==> src/rtl/ssd_pkg.sv <==
// rtl/ssd_pkg.sv - shared constants and state type for the seven-segment display arbiter
package ssd_pkg;

  localparam int SSD_DATA_W  = 32;
  localparam int SSD_DIGITS  = 8;
  localparam int SSD_DIGIT_W = 4;

  typedef enum logic {
    IDLE = 1'b0,
    HOLD = 1'b1
  } ssd_arb_state_t;

endpackage

==> src/rtl/ssd_rr_pick.sv <==
// rtl/ssd_rr_pick.sv - combinational round-robin picker scanning from last+1 upward
module ssd_rr_pick #(
  parameter int NUM_REQ = 4,
  parameter int IW      = 2
) (
  input  logic [NUM_REQ-1:0] req,
  input  logic [IW-1:0]      last,
  output logic               valid,
  output logic [IW-1:0]      win
);

  // First set bit at last+1, last+2, ... wrapping modulo NUM_REQ; last itself is visited last
  always_comb begin
    logic [IW-1:0] cand;
    valid = 1'b0;
    win   = '0;
    cand  = '0;
    for (int k = 1; k <= NUM_REQ; k++) begin
      cand = IW'((int'(last) + k) % NUM_REQ);
      if (!valid && req[cand]) begin
        valid = 1'b1;
        win   = cand;
      end
    end
  end

endmodule

==> src/rtl/ssd_display_arbiter.sv <==
// rtl/ssd_display_arbiter.sv - round-robin owner of the 8-digit display with minimum hold time; optional SSD_ARB_PRIORITY_EN makes requester 0 preemptive
module ssd_display_arbiter
  import ssd_pkg::*;
#(
  parameter int NUM_REQ     = 4,
  parameter int HOLD_CYCLES = 100_000_000
) (
  input  logic                          Clk,
  input  logic                          Reset,
  input  logic [NUM_REQ-1:0]            req,
  input  logic [NUM_REQ*SSD_DATA_W-1:0] req_data,
  output logic [NUM_REQ-1:0]            grant,
  output logic [$clog2(NUM_REQ)-1:0]    owner,
  output logic                          busy,
  output logic [SSD_DATA_W-1:0]         encoded
);

  localparam int IW = $clog2(NUM_REQ);
  localparam int CW = $clog2(HOLD_CYCLES);
  localparam logic [CW-1:0] CNT_MAX = CW'(HOLD_CYCLES - 1);

  ssd_arb_state_t  state;
  logic [CW-1:0]   cnt;
  logic [IW-1:0]   last;
  logic [SSD_DATA_W-1:0] data_arr [NUM_REQ];

  logic [NUM_REQ-1:0] pick_req;
  logic               pick_valid;
  logic [IW-1:0]      pick_win;
  logic               expired;
  logic               preempt;

  for (genvar i = 0; i < NUM_REQ; i++) begin : g_data
    assign data_arr[i] = req_data[i*SSD_DATA_W +: SSD_DATA_W];
  end

  // The current owner never competes against itself at handover
  assign pick_req = req & ~grant;
  assign expired  = (cnt == CNT_MAX);

  ssd_rr_pick #(
    .NUM_REQ (NUM_REQ),
    .IW      (IW)
  ) u_pick (
    .req   (pick_req),
    .last  (last),
    .valid (pick_valid),
    .win   (pick_win)
  );

`ifdef SSD_ARB_PRIORITY_EN
  logic req0_q;

  // Remember req[0] so only its rising edge preempts a running grant
  always_ff @(posedge Clk) begin
    if (Reset) req0_q <= 1'b0;
    else       req0_q <= req[0];
  end

  // Urgent requester 0 takes the display from any other owner
  always_comb begin
    preempt = (state == HOLD) && req[0] && !req0_q && !grant[0];
  end
`else
  // Pure round-robin build: no preemption path
  always_comb begin
    preempt = 1'b0;
  end
`endif

  // Arbitration FSM with registered grant/owner/busy/encoded
  always_ff @(posedge Clk) begin
    if (Reset) begin
      state   <= IDLE;
      cnt     <= '0;
      last    <= IW'(NUM_REQ - 1);
      grant   <= '0;
      owner   <= '0;
      busy    <= 1'b0;
      encoded <= '0;
    end else begin
      case (state)
        IDLE: begin
          if (pick_valid) begin
            state   <= HOLD;
            grant   <= NUM_REQ'(1) << pick_win;
            owner   <= pick_win;
            busy    <= 1'b1;
            last    <= pick_win;
            cnt     <= '0;
            encoded <= data_arr[pick_win];
          end
        end
        HOLD: begin
          if (preempt) begin
            // Round-robin position is left alone so rotation resumes afterwards
            grant   <= NUM_REQ'(1);
            owner   <= '0;
            cnt     <= '0;
            encoded <= data_arr[0];
          end else if (expired && pick_valid) begin
            grant   <= NUM_REQ'(1) << pick_win;
            owner   <= pick_win;
            last    <= pick_win;
            cnt     <= '0;
            encoded <= data_arr[pick_win];
          end else if (expired && !req[owner]) begin
            // encoded and owner keep their values so the display never blanks
            state <= IDLE;
            grant <= '0;
            busy  <= 1'b0;
          end else begin
            if (!expired) cnt <= cnt + CW'(1);
            if (req[owner]) encoded <= data_arr[owner];
          end
        end
        default: state <= IDLE;
      endcase
    end
  end

endmodule
==> config.mk <==
export PLATFORM = sky130hd
export DESIGN_NAME = ssd_display_arbiter
export DESIGN_NICKNAME = d
export VERILOG_FILES = /design/src/rtl/ssd_pkg.sv /design/src/rtl/ssd_rr_pick.sv /design/src/rtl/ssd_display_arbiter.sv
export SDC_FILE = /design/constraint.sdc
export NUM_CORES = 1
export LEC_CHECK = 0
export CAP_MARGIN = 20
export CORE_MARGIN = 1
export CORE_UTILIZATION = 45
export CTS_BUF_LIST = sky130_fd_sc_hd__clkbuf_16
export DETAILED_ROUTE_END_ITERATION = 8
export GPL_TIMING_DRIVEN = 0
export PLACE_DENSITY = 0.76
export SYNTH_ARGS = -nofsm -noshare
export SYNTH_HDL_FRONTEND = slang
export SYNTH_SLANG_ARGS = --single-unit
==> constraint.sdc <==
create_clock -name Clk -period 2.25 [get_ports Clk]
set_clock_uncertainty 0.05 [all_clocks]
set_input_delay 0.5625 -clock Clk [delete_from_list [all_inputs] [get_ports Clk]]
set_output_delay 0.5625 -clock Clk [all_outputs]
set_load 0.05 [all_outputs]
# Word-level counts from Yosys, hierarchy flattened
# Cells that the tools add are included.
# word_totals
reg_bits	69
word_cells	97
inputBits	134
out_inout_bits	39
# classes
mux	49
bitwise	5
reduce_logical	14
order_cmp	7
shifts	1
add_sub_neg	5
n_eq_ne	9
# ops
operator	n
32-bit two-way mux	8
32-bit binary-select mux with 2-bit select	2
27-bit two-way mux	4
32-bit case mux with 2 select lines	1
27-bit case mux with 2 select lines	1
27-bit by 1-bit adder with 27-bit output (second input constant)	1
27-bit equality test (second input constant)	1
2-bit by 3-bit less-than comparator with 1-bit output (second input constant)	5
1-bit two-way mux	15
2-bit two-way mux	6
4-bit two-way mux	3
1-bit binary-select mux with 2-bit select	5
3-bit AND reduction	3
4-bit case mux with 2 select lines	1
3-bit >= comparator (second input constant)	2
3-bit by 1-bit != test with 1-bit output (second input constant)	2
2-bit NOT with 3-bit output	2
1-bit logical AND	5
2-bit by 1-bit adder with 2-bit output (second input constant)	2
2-bit adder (second input constant)	2
4-bit AND	1
1-bit zero test	4
2-bit by 1-bit != test with 1-bit output (second input constant)	2
2-bit != test (second input constant)	2
other kinds (8)	10

# Depth between registers and ports, before layout
# Gate-level depths: netlist of run 1.
# logic_depth
word_depth	20
ltp_mapped	9
mapped_depth_nobuf	6

# Hierarchy
# Synthesis of run 1 repeated with hierarchy kept, for this count alone.
# unflattened
hier_cells	522
area_unflattened_um2	5043.6
# modules_own_cells
module	n_inst	seq_area_each_um2	cells_each	area_per_inst_um2
ssd_display_arbiter	1	1381.3	508	4952.2
ssd_rr_pick	1	0.0	14	91.3

# Worst setup path after synthesis of run 1
# No wires, ideal clock.
# synth_timing
path_kind	reg-to-reg
start	reg grant[3]
end	reg encoded[22]
path_stages_with_launch	7
slack_ns	-0.304
n_path_buf	1
setup_time_ns	0.082
synth_period_minus_slack_ns	2.554
arrival_ns	2.422
cell_sequence	dfxtp_1 and3b_1 o21ba_2 a2111oi_1 clkbuf_1 o211ai_1 o2111ai_1
# synth_via
elab_chain_len	20
elab_cells_between_ends	36
# synth_rtl
item	line	source
start, declared	ssd_display_arbiter.sv:12	output logic [NUM_REQ-1:0] grant,
start signal, assigned	ssd_display_arbiter.sv:86	grant <= NUM_REQ'(1) << pick_win;
start signal, assigned	ssd_display_arbiter.sv:102	grant <= NUM_REQ'(1) << pick_win;
4-bit NOT *	ssd_display_arbiter.sv:38	assign pick_req = req & ~grant;
4-bit AND *	ssd_display_arbiter.sv:38	
1-bit binary-select mux with 2-bit select	ssd_rr_pick.sv:20	if (!valid && req[cand]) begin
1-bit two-way mux (implied by the code)	ssd_rr_pick.sv:20	
1-bit two-way mux	ssd_rr_pick.sv:20	
1-bit zero test	ssd_rr_pick.sv:20	
1-bit logical AND	ssd_rr_pick.sv:20	
1-bit two-way mux	ssd_rr_pick.sv:20	
[3 not listed]	-	
1-bit zero test	ssd_rr_pick.sv:20	
1-bit logical AND	ssd_rr_pick.sv:20	
2-bit two-way mux	ssd_rr_pick.sv:20	
2-bit NOT with 3-bit output (implied by the code)	ssd_display_arbiter.sv:91, ssd_display_arbiter.sv:106	
32-bit binary-select mux with 2-bit select	ssd_display_arbiter.sv:91, ssd_display_arbiter.sv:106	
32-bit two-way mux (implied by the code) (2 in series)	ssd_display_arbiter.sv:91, ssd_display_arbiter.sv:106	
32-bit two-way mux (on tied branches)	ssd_display_arbiter.sv:101, ssd_display_arbiter.sv:84	
32-bit case mux with 2 select lines	ssd_display_arbiter.sv:82	case (state)
end signal, assigned	ssd_display_arbiter.sv:91	encoded <= data_arr[pick_win];
end signal, assigned	ssd_display_arbiter.sv:100	encoded <= data_arr[0];
end signal, assigned	ssd_display_arbiter.sv:106	encoded <= data_arr[pick_win];
end, declared	ssd_display_arbiter.sv:15	output logic [SSD_DATA_W-1:0] encoded
# Every way passes the cells marked *; elsewhere a longest branch is shown, timed or not. The select of a mux whose other input is x is not followed.
# A chain may end at the register's enable or synchronous reset.

# Final worst setup path of run 1
# layout_timing
start	reg cnt[19]
end	reg encoded[9]
# layout_via
elab_chain_len	4
elab_cells_between_ends	8
# layout_rtl
item	line	source
start, declared	ssd_display_arbiter.sv:23	logic [CW-1:0] cnt;
start signal, assigned	ssd_display_arbiter.sv:113	if (!expired) cnt <= cnt + CW'(1);
27-bit equality test *	ssd_display_arbiter.sv:39	assign expired = (cnt == CNT_MAX);
1-bit logical AND (on tied branches)	ssd_display_arbiter.sv:101, ssd_display_arbiter.sv:107	
3-bit != test (no line) (tied with other cells)	-	
3-bit AND reduction (no line) / 32-bit case mux with 2 select lines (equally long branches)	-	
end signal, assigned	ssd_display_arbiter.sv:100	
end signal, assigned	ssd_display_arbiter.sv:106	
end signal, assigned	ssd_display_arbiter.sv:114	if (req[owner]) encoded <= data_arr[owner];
# Every way passes the cells marked *; elsewhere a longest branch is shown, timed or not.

==> impl_metrics.csv, run 1 <==
group,metric,value,unit
grt,grt_pass1_wl,40400,µm
clock_network,cts-htree-levels,3,
grt,grt_max_degree,14,
clock_network,clock-sinks,69,
power_and_ir_drop,power_per_cell_area,643,mW/mm²
detailed_routing,dr_total_vias,7955,
worst_setup_path,cp_cell_sequence,"or4b_4 > or4_4 > o21ai_4 > buf_8 > buf_4 > buf_8 > o211ai_1 > o2111ai_1",
synth,yosysWarningCount,0,
synth,yosysSeqAreaShare,0.226,
detailed_routing,via_per_inst,7.18,
synth,synth_area_per_cell,8.66,µm²
synth,ys.flop_type,"dfxtp_1",
placement,hpwl,17300,µm
worst_setup_path,start_kind,"flop",
grt,grt_pass1_vias,7831,
cells_and_area,fillers,987,
sta,finalHoldViolCount,0,
placement,placed_cell_area,0.00807,mm²
synth,synth_area_leaders,"dfxtp_1, mux4_2, and4_1",
sta,setup_viol,53,
clock_network,clock_latency,0.35,ns
placement,place_ws,-1.07,ns
run,drv_cap,0,
floorplan,die_h,118,µm
worst_setup_path,reg2reg_depth,8,
floorplan,std_cell_rows,42,
sta,slew_viol_final,0,
synth,synth-async-reset-ratio,0,
sta,fin_hold_ws,0.439,ns
clock_network,cts_inserted_buffers,9,
cells_and_area,regArea,0.00140,mm²
worst_setup_path,arrival,2.61,ns
cells_and_area,syn_to_final_growth,54.9,%
min_path,hold_depth,2,
worst_setup_path,crit_fanout,8,
worst_setup_path,reg2reg_from,"cnt[19]$_SDFFE_PP0P_",
worst_setup_path,worstSetupPathType,"flop to flop",
synth,synthMuxAreaShare,0.130,
clock_network,tritoncts,"yes",
worst_setup_path,slowest_delay,0.54,ns
synth,yosys.area_share.adder,0.00205,
synth,yosys.area.top_type,"dfxtp_1",
sta,relSlewSlack,0.479,
min_path,holdPathEnd,"cnt[1]$_SDFFE_PP0P_",
worst_setup_path,cp_common_cell,"buf_8",
detailed_routing,route.detailed.drc,0,
worst_setup_path,r2r_slack,-0.15,ns
min_path,min_from,"cnt[1]$_SDFFE_PP0P_",
cells_and_area,multiInputGateArea,0.00466,mm²
floorplan,die_w,118,µm
grt,track_usage,0.363,
sta,max_freq,0.416,GHz
power_and_ir_drop,p_total,6.08,mW
floorplan,core,0.0132,mm²
clock_network,clkTransAtPathRegs,0.06,ns
sta,tightest_slew,0.782,ns
sta,tns,-3.71,ns
synth,synthCells,705,
synth,synth_top_family_by_area,"compound AO/OA/AOI/OAI gates",
worst_setup_path,cpMaxStageDelayCell,"or4b_4",
cells_and_area,final_cell_mix,"clkdlybuf4s50_1, o211ai_1, and4_1",
sta,setup_ws,-0.155,ns
clock_network,clockRootBuffer,"clkbuf_16",
sta,post-route-period-util,1.07,
synth,ys_types,59,
synth,ys_ff_latch,69,
synth,yosys.area.top_type_share,0.226,
detailed_routing,firstDrtPassIters,5,
floorplan,pin_count,173,
synth,synth_nets,840,
synth,yosys.area_share.xor_xnor,0.00574,
detailed_routing,drtIter0Drc,1027,
cells_and_area,layout.nets,1061,
run_status,status,"finished, violations left",
floorplan,start_util,0.461,
sta,rsz0062_at_grt,"true",
placement,io_buffers,172,
clock_network,cts_buffer_depth,2,
synth,synth-simple-area-share,0.237,
grt,antenna_found_initial,0,
placement,place_congestion,0.975,
worst_setup_path,rr_endpoint,"encoded[9]$_SDFFE_PP0P_",
synth,synth_compound_area_frac,0.316,
min_path,hold_path_class,"flop to flop",
cells_and_area,final_common_cell,"clkdlybuf4s50_1",
run_status,failed_checks,"negative setup slack",
grt,grt_remaining_overflow,0,
worst_setup_path,cp-end-kind,"flop",
detailed_routing,ant_nets,0,
worst_setup_path,cp.required,2.46,ns
cells_and_area,drive_gt1_frac,0.236,
floorplan,dieArea,0.0140,mm²
cells_and_area,finalInstanceArea,0.00946,mm²
power_and_ir_drop,vdd_drop_max,0.413,mV
synth,synth.cell_area,0.00610,mm²
detailed_routing,wl_per_cell,24.4,µm
detailed_routing,wl,27000,µm
synth,synth_edf_count,0,
power_and_ir_drop,leakage,3.25,nW
sta,period_needed,2.40,ns
power by group:
part	leakage, nW	internal [mW]	total [mW]	switching, mW
combinational	2.53	1.27	3.08	1.81
clock	0.144	0.864	1.50	0.637
sequential	0.571	1.38	1.50	0.121
registers in the layout, indices dropped and copies added, names as in the netlist:
name / cells
owner: 2
state: 1
last: 2
grant: 4
cnt: 27
encoded: 32
busy: 1
per-layer routing:
metal  routed length (µm)  vias up  global-route usage
met5                    0        -                   0
met4                 1570        0               0.227
met3                 3040      161              0.0598
met2                12400      705               0.573
met1                10100     3725               0.463
li1                     -     3364                   -
cells by family (layout without fill, tap and decap cells):
| group | after synthesis | count (layout) |
|---|---|---|
| buffers and inverters | 122 | 348 |
| other | 0 | 1 |
| xor gates and xnor gates | 4 | 4 |
| DFF | 69 | 69 |
| AOI/OAI and AO/OA | 245 | 245 |
| and+or+nand+nor | 226 | 226 |
| adders and majority gates | 1 | 1 |
| muxes | 38 | 38 |
cells in the mapped netlist (all sizes together), types with 4 or more instances:
library cell,number
o211ai,73
dfxtp,69
and4,68
clkbuf,68
o31a,64
nand3,60
inv,36
mux4,33
o2111ai,33
nand2,26
buf,18
a21oi,17
a31oi,12
nand2b,11
nor2,10
o21ai,10
and3,9
a311oi,8
nand4,8
nor3,6
or3,6
mux2i,5
nor4,5
a41oi,4
nor2b,4
or4,4
worst max path at each step:
stage,startpoint,endpoint,slack [ns],cells after the start
after floorplan,cnt[17]$_SDFFE_PP0P_,encoded[10]$_SDFFE_PP0P_,0.03,6
after global placement,req[3],encoded[25]$_SDFFE_PP0P_,-0.97,7
after detailed placement,req[1],encoded[11]$_SDFFE_PP0P_,-1.07,7
after CTS,cnt[19]$_SDFFE_PP0P_,cnt[19]$_SDFFE_PP0P_,-0.05,7
after global routing,cnt[19]$_SDFFE_PP0P_,encoded[9]$_SDFFE_PP0P_,-0.19,8
final,cnt[19]$_SDFFE_PP0P_,encoded[9]$_SDFFE_PP0P_,-0.15,8
cell type report:
cell class,instances,share of cell area
Clock buffer,9,0.0238
Clock inverter,7,0.00767
Multi-Input combinational cell,514,0.492
Inverter,36,0.0146
Antenna cell,1,0.000265
Buffer,85,0.0610
Timing Repair Buffer,211,0.229
Sequential cell,69,0.148
Tap cell,176,0.0233
through the flow:
step | cells | util
after detailed placement | 1053 | 0.609
after global routing | 1107 | 0.714
after floorplan | 705 | -
final | 1108 | 0.714
after CTS | 1096 | 0.692
after global placement | 1053 | 0.609
repair_timing:
item	4_1_cts	5_1_grt
buffers inserted	23	10
resized for setup	148	60
endpoints found under the setup margin	67	69
pin swaps	21	17
hold buffers	0	0
gates cloned	4	4
worst max-delay path, delay by kind of cell (launching register included):
family | cells | cell delay (ns)
simple gates | 2 | 0.99
flops | 1 | 0.33
compound gates | 3 | 0.50
buf+inv | 3 | 0.45
(Power assumes the default switching activity.)
==> run 2, diff against run 1 <==
--- a/config.mk
+++ b/config.mk
@@ -9,6 +9,7 @@
 export CORE_MARGIN = 1
 export CORE_UTILIZATION = 45
 export CTS_BUF_LIST = sky130_fd_sc_hd__clkbuf_16
+export CTS_CLUSTER_SIZE = 28
 export DETAILED_ROUTE_END_ITERATION = 8
 export GPL_TIMING_DRIVEN = 0
 export PLACE_DENSITY = 0.76
==> constraint.sdc (replaced) <==
create_clock -name Clk -period 2.2 [get_ports Clk]
set_clock_uncertainty 0.05 [all_clocks]
set_input_delay 0.55 -clock Clk [delete_from_list [all_inputs] [get_ports Clk]]
set_output_delay 0.55 -clock Clk [all_outputs]
set_load 0.05 [all_outputs]
==> run 2 against run 1 <==
The flow still finishes with violations (negative setup slack); cell area increased by 1.6%; non-clock buffer count grew 8; core utilization is 1.2 points higher; sequential cell count is the same; total power grew 5.4%; global-route usage rose by 0.30 points; final cell count increased by 0.54%; critical path type unchanged; routed wire length increased by 0.70%; hold slack gained 0.0029 ns.
==> impl_metrics.csv, run 2 (same netlist as run 1, synthesis figures left out) <==
group,metric,value,unit
sta,slew_viol_final,0,
floorplan,start_util,0.461,
placement,hpwl,17300,µm
clock_network,cts-htree-levels,3,
grt,track_usage,0.366,
power_and_ir_drop,p_int,3.83,mW
sta,finalHoldViolCount,0,
power_and_ir_drop,vdd_drop_max,0.503,mV
cells_and_area,largestRegisters,"encoded: 32 flops, cnt: 27 flops, grant: 4 flops",
min_path,hold_path_class,"flop to flop",
worst_setup_path,rr_endpoint,"encoded[28]$_SDFFE_PP0P_",
clock_network,cts_buffer_depth,2,
sta,period_needed,2.38,ns
sta,fin_hold_ws,0.442,ns
power_and_ir_drop,power_per_cell_area,667,mW/mm²
run,drv_cap,0,
grt,grt_max_degree,12,
power_and_ir_drop,p_sw,2.58,mW
grt,grt_pass1_vias,7706,
detailed_routing,via_per_inst,7.24,
worst_setup_path,cp-end-kind,"flop",
floorplan,dieArea,0.0140,mm²
detailed_routing,ant_nets,0,
clock_network,cts_inserted_buffers,9,
power_and_ir_drop,leakage,3.34,nW
power_and_ir_drop,p_comb_frac,0.496,
worst_setup_path,crit_fanout,8,
worst_setup_path,cp.required,2.41,ns
clock_network,clock_latency,0.36,ns
worst_setup_path,reg2reg_from,"cnt[17]$_SDFFE_PP0P_",
sta,setup_ws,-0.183,ns
sta,relSlewSlack,0.499,
worst_setup_path,path_buf_inv,3,
power_and_ir_drop,clkPwrFrac,0.265,
sta,rsz0062_at_grt,"true",
sta,max_freq,0.420,GHz
sta,setup_viol,65,
detailed_routing,dr_total_vias,8061,
worst_setup_path,cpLargestDelayFamily,"simple AND/OR/NAND/NOR gates",
cells_and_area,layout.nets,1069,
worst_setup_path,worstSetupPathType,"flop to flop",
worst_setup_path,slowest_delay,0.54,ns
floorplan,core,0.0132,mm²
clock_network,clockRootBuffer,"clkbuf_16",
sta,tns,-6.83,ns
run_status,failed_checks,"negative setup slack",
cells_and_area,drive_gt1_frac,0.243,
grt,antenna_found_initial,0,
cells_and_area,antenna_cells,0,
cells_and_area,final_cell_mix,"clkdlybuf4s50_1, o211ai_1, and4_1",
grt,grt_remaining_overflow,0,
placement,io_buffers,172,
clock_network,clkTransAtPathRegs,0.06,ns
cells_and_area,largest_register_ffs,32,
floorplan,pin_count,173,
worst_setup_path,start_kind,"flop",
cells_and_area,syn_to_final_growth,57.5,%
min_path,min_from,"busy$_SDFFE_PP0P_",
cells_and_area,regMostFlops,"encoded",
sta,post-route-period-util,1.08,
sta,tightest_slew,0.751,ns
min_path,holdPathEnd,"busy$_SDFFE_PP0P_",
worst_setup_path,arrival,2.59,ns
power_and_ir_drop,netSwitchingFraction,0.402,
clock_network,tritoncts,"yes",
worst_setup_path,cpMaxStageDelayCell,"or4b_4",
power_and_ir_drop,pwr-share-seq,0.239,
worst_setup_path,reg2reg_depth,8,
placement,place_congestion,0.990,
detailed_routing,route.detailed.drc,0,
run_status,status,"finished, violations left",
floorplan,die_w,118,µm
detailed_routing,firstDrtPassIters,5,
worst_setup_path,r2r_slack,-0.18,ns
detailed_routing,drtIter0Drc,1001,
cells_and_area,final_common_cell,"clkdlybuf4s50_1",
worst_setup_path,cp_cell_sequence,"or4b_4 > or4_4 > o21ai_4 > buf_6 > buf_16 > buf_8 > o211ai_1 > o2111ai_1",
detailed_routing,wl,27200,µm
clock_network,ctsHoldBuffers,0,
grt,grt_pass1_wl,40900,µm
min_path,hold_depth,2,
clock_network,clock-sinks,69,
floorplan,std_cell_rows,42,
floorplan,die_h,118,µm
detailed_routing,wl_per_cell,24.4,µm
[run 2: metal layers]
layer / GRT usage / routed length (µm) / up-vias
met5: 0 / 0 / -
met4: 0.197 / 1510 / 0
met3: 0.0623 / 3160 / 154
met2: 0.582 / 12400 / 725
met1: 0.474 / 10200 / 3812
li1: - / - / 3370
[run 2: layout make-up]
class / instances / area [µm²]
Multi-Input combinational cell: 514 / 4710
Fill cell: 1000 / 3630
Timing Repair Buffer: 220 / 2250
Sequential cell: 69 / 1400
Buffer: 84 / 563
Clock buffer: 9 / 225
Tap cell: 176 / 220
Inverter: 36 / 135
Clock inverter: 6 / 105
[run 2: how the worst max path moves through the flow]
stage                    startpoint                  endpoint  slack (ns)  cells past startpoint
6_report       cnt[17]$_SDFFE_PP0P_  encoded[28]$_SDFFE_PP0P_       -0.18                      8
5_1_grt        cnt[17]$_SDFFE_PP0P_  encoded[28]$_SDFFE_PP0P_       -0.23                      8
4_1_cts        cnt[17]$_SDFFE_PP0P_   encoded[9]$_SDFFE_PP0P_       -0.17                      9
3_5_place_dp                 req[3]   encoded[8]$_SDFFE_PP0P_       -1.14                      7
3_3_place_gp                 req[3]  encoded[26]$_SDFFE_PP0P_       -1.15                      7
2_1_floorplan  cnt[17]$_SDFFE_PP0P_     owner[1]$_SDFFE_PP0P_        0.01                      8
[run 2: power groups by stage]
stage	clock, mW	combinational (mW)	sequential (mW)
3_3_place_gp	0	2.71	1.54
2_1_floorplan	0	1.26	2.04
3_5_place_dp	0	2.75	1.55
5_1_grt	1.74	3.32	1.55
6_report	1.70	3.18	1.53
4_1_cts	1.67	3.04	1.52
[run 2: per-stage QoR]
| stage | instances | instance area, µm² | total power [mW] | util | setup slack [ns] |
|---|---|---|---|---|---|
| finish | 1114 | 9610 | 6.41 | 0.726 | -0.183 |
| detailed placement | 1053 | 8090 | 4.29 | 0.611 | -1.14 |
| global route | 1114 | 9610 | 6.60 | 0.726 | -0.234 |
| CTS | 1106 | 9440 | 6.24 | 0.713 | -0.172 |
| global placement | 1053 | 8090 | 4.25 | 0.611 | -1.15 |
| floorplan | 705 | 6150 | 3.31 | - | 0.0124 |
[run 2: worst min-delay path, delay by kind of cell, from the launching register on]
kind               cells  cell delay, ns
AOI/OAI and AO/OA      2            0.13
DFF                    1            0.31
[run 2: timing repair]
item | in CTS | in global routing
cloned | 8 | 1
pin swaps | 44 | 11
buffers inserted | 30 | 13
resized for setup | 167 | 61
endpoints found under the setup margin | 68 | 68
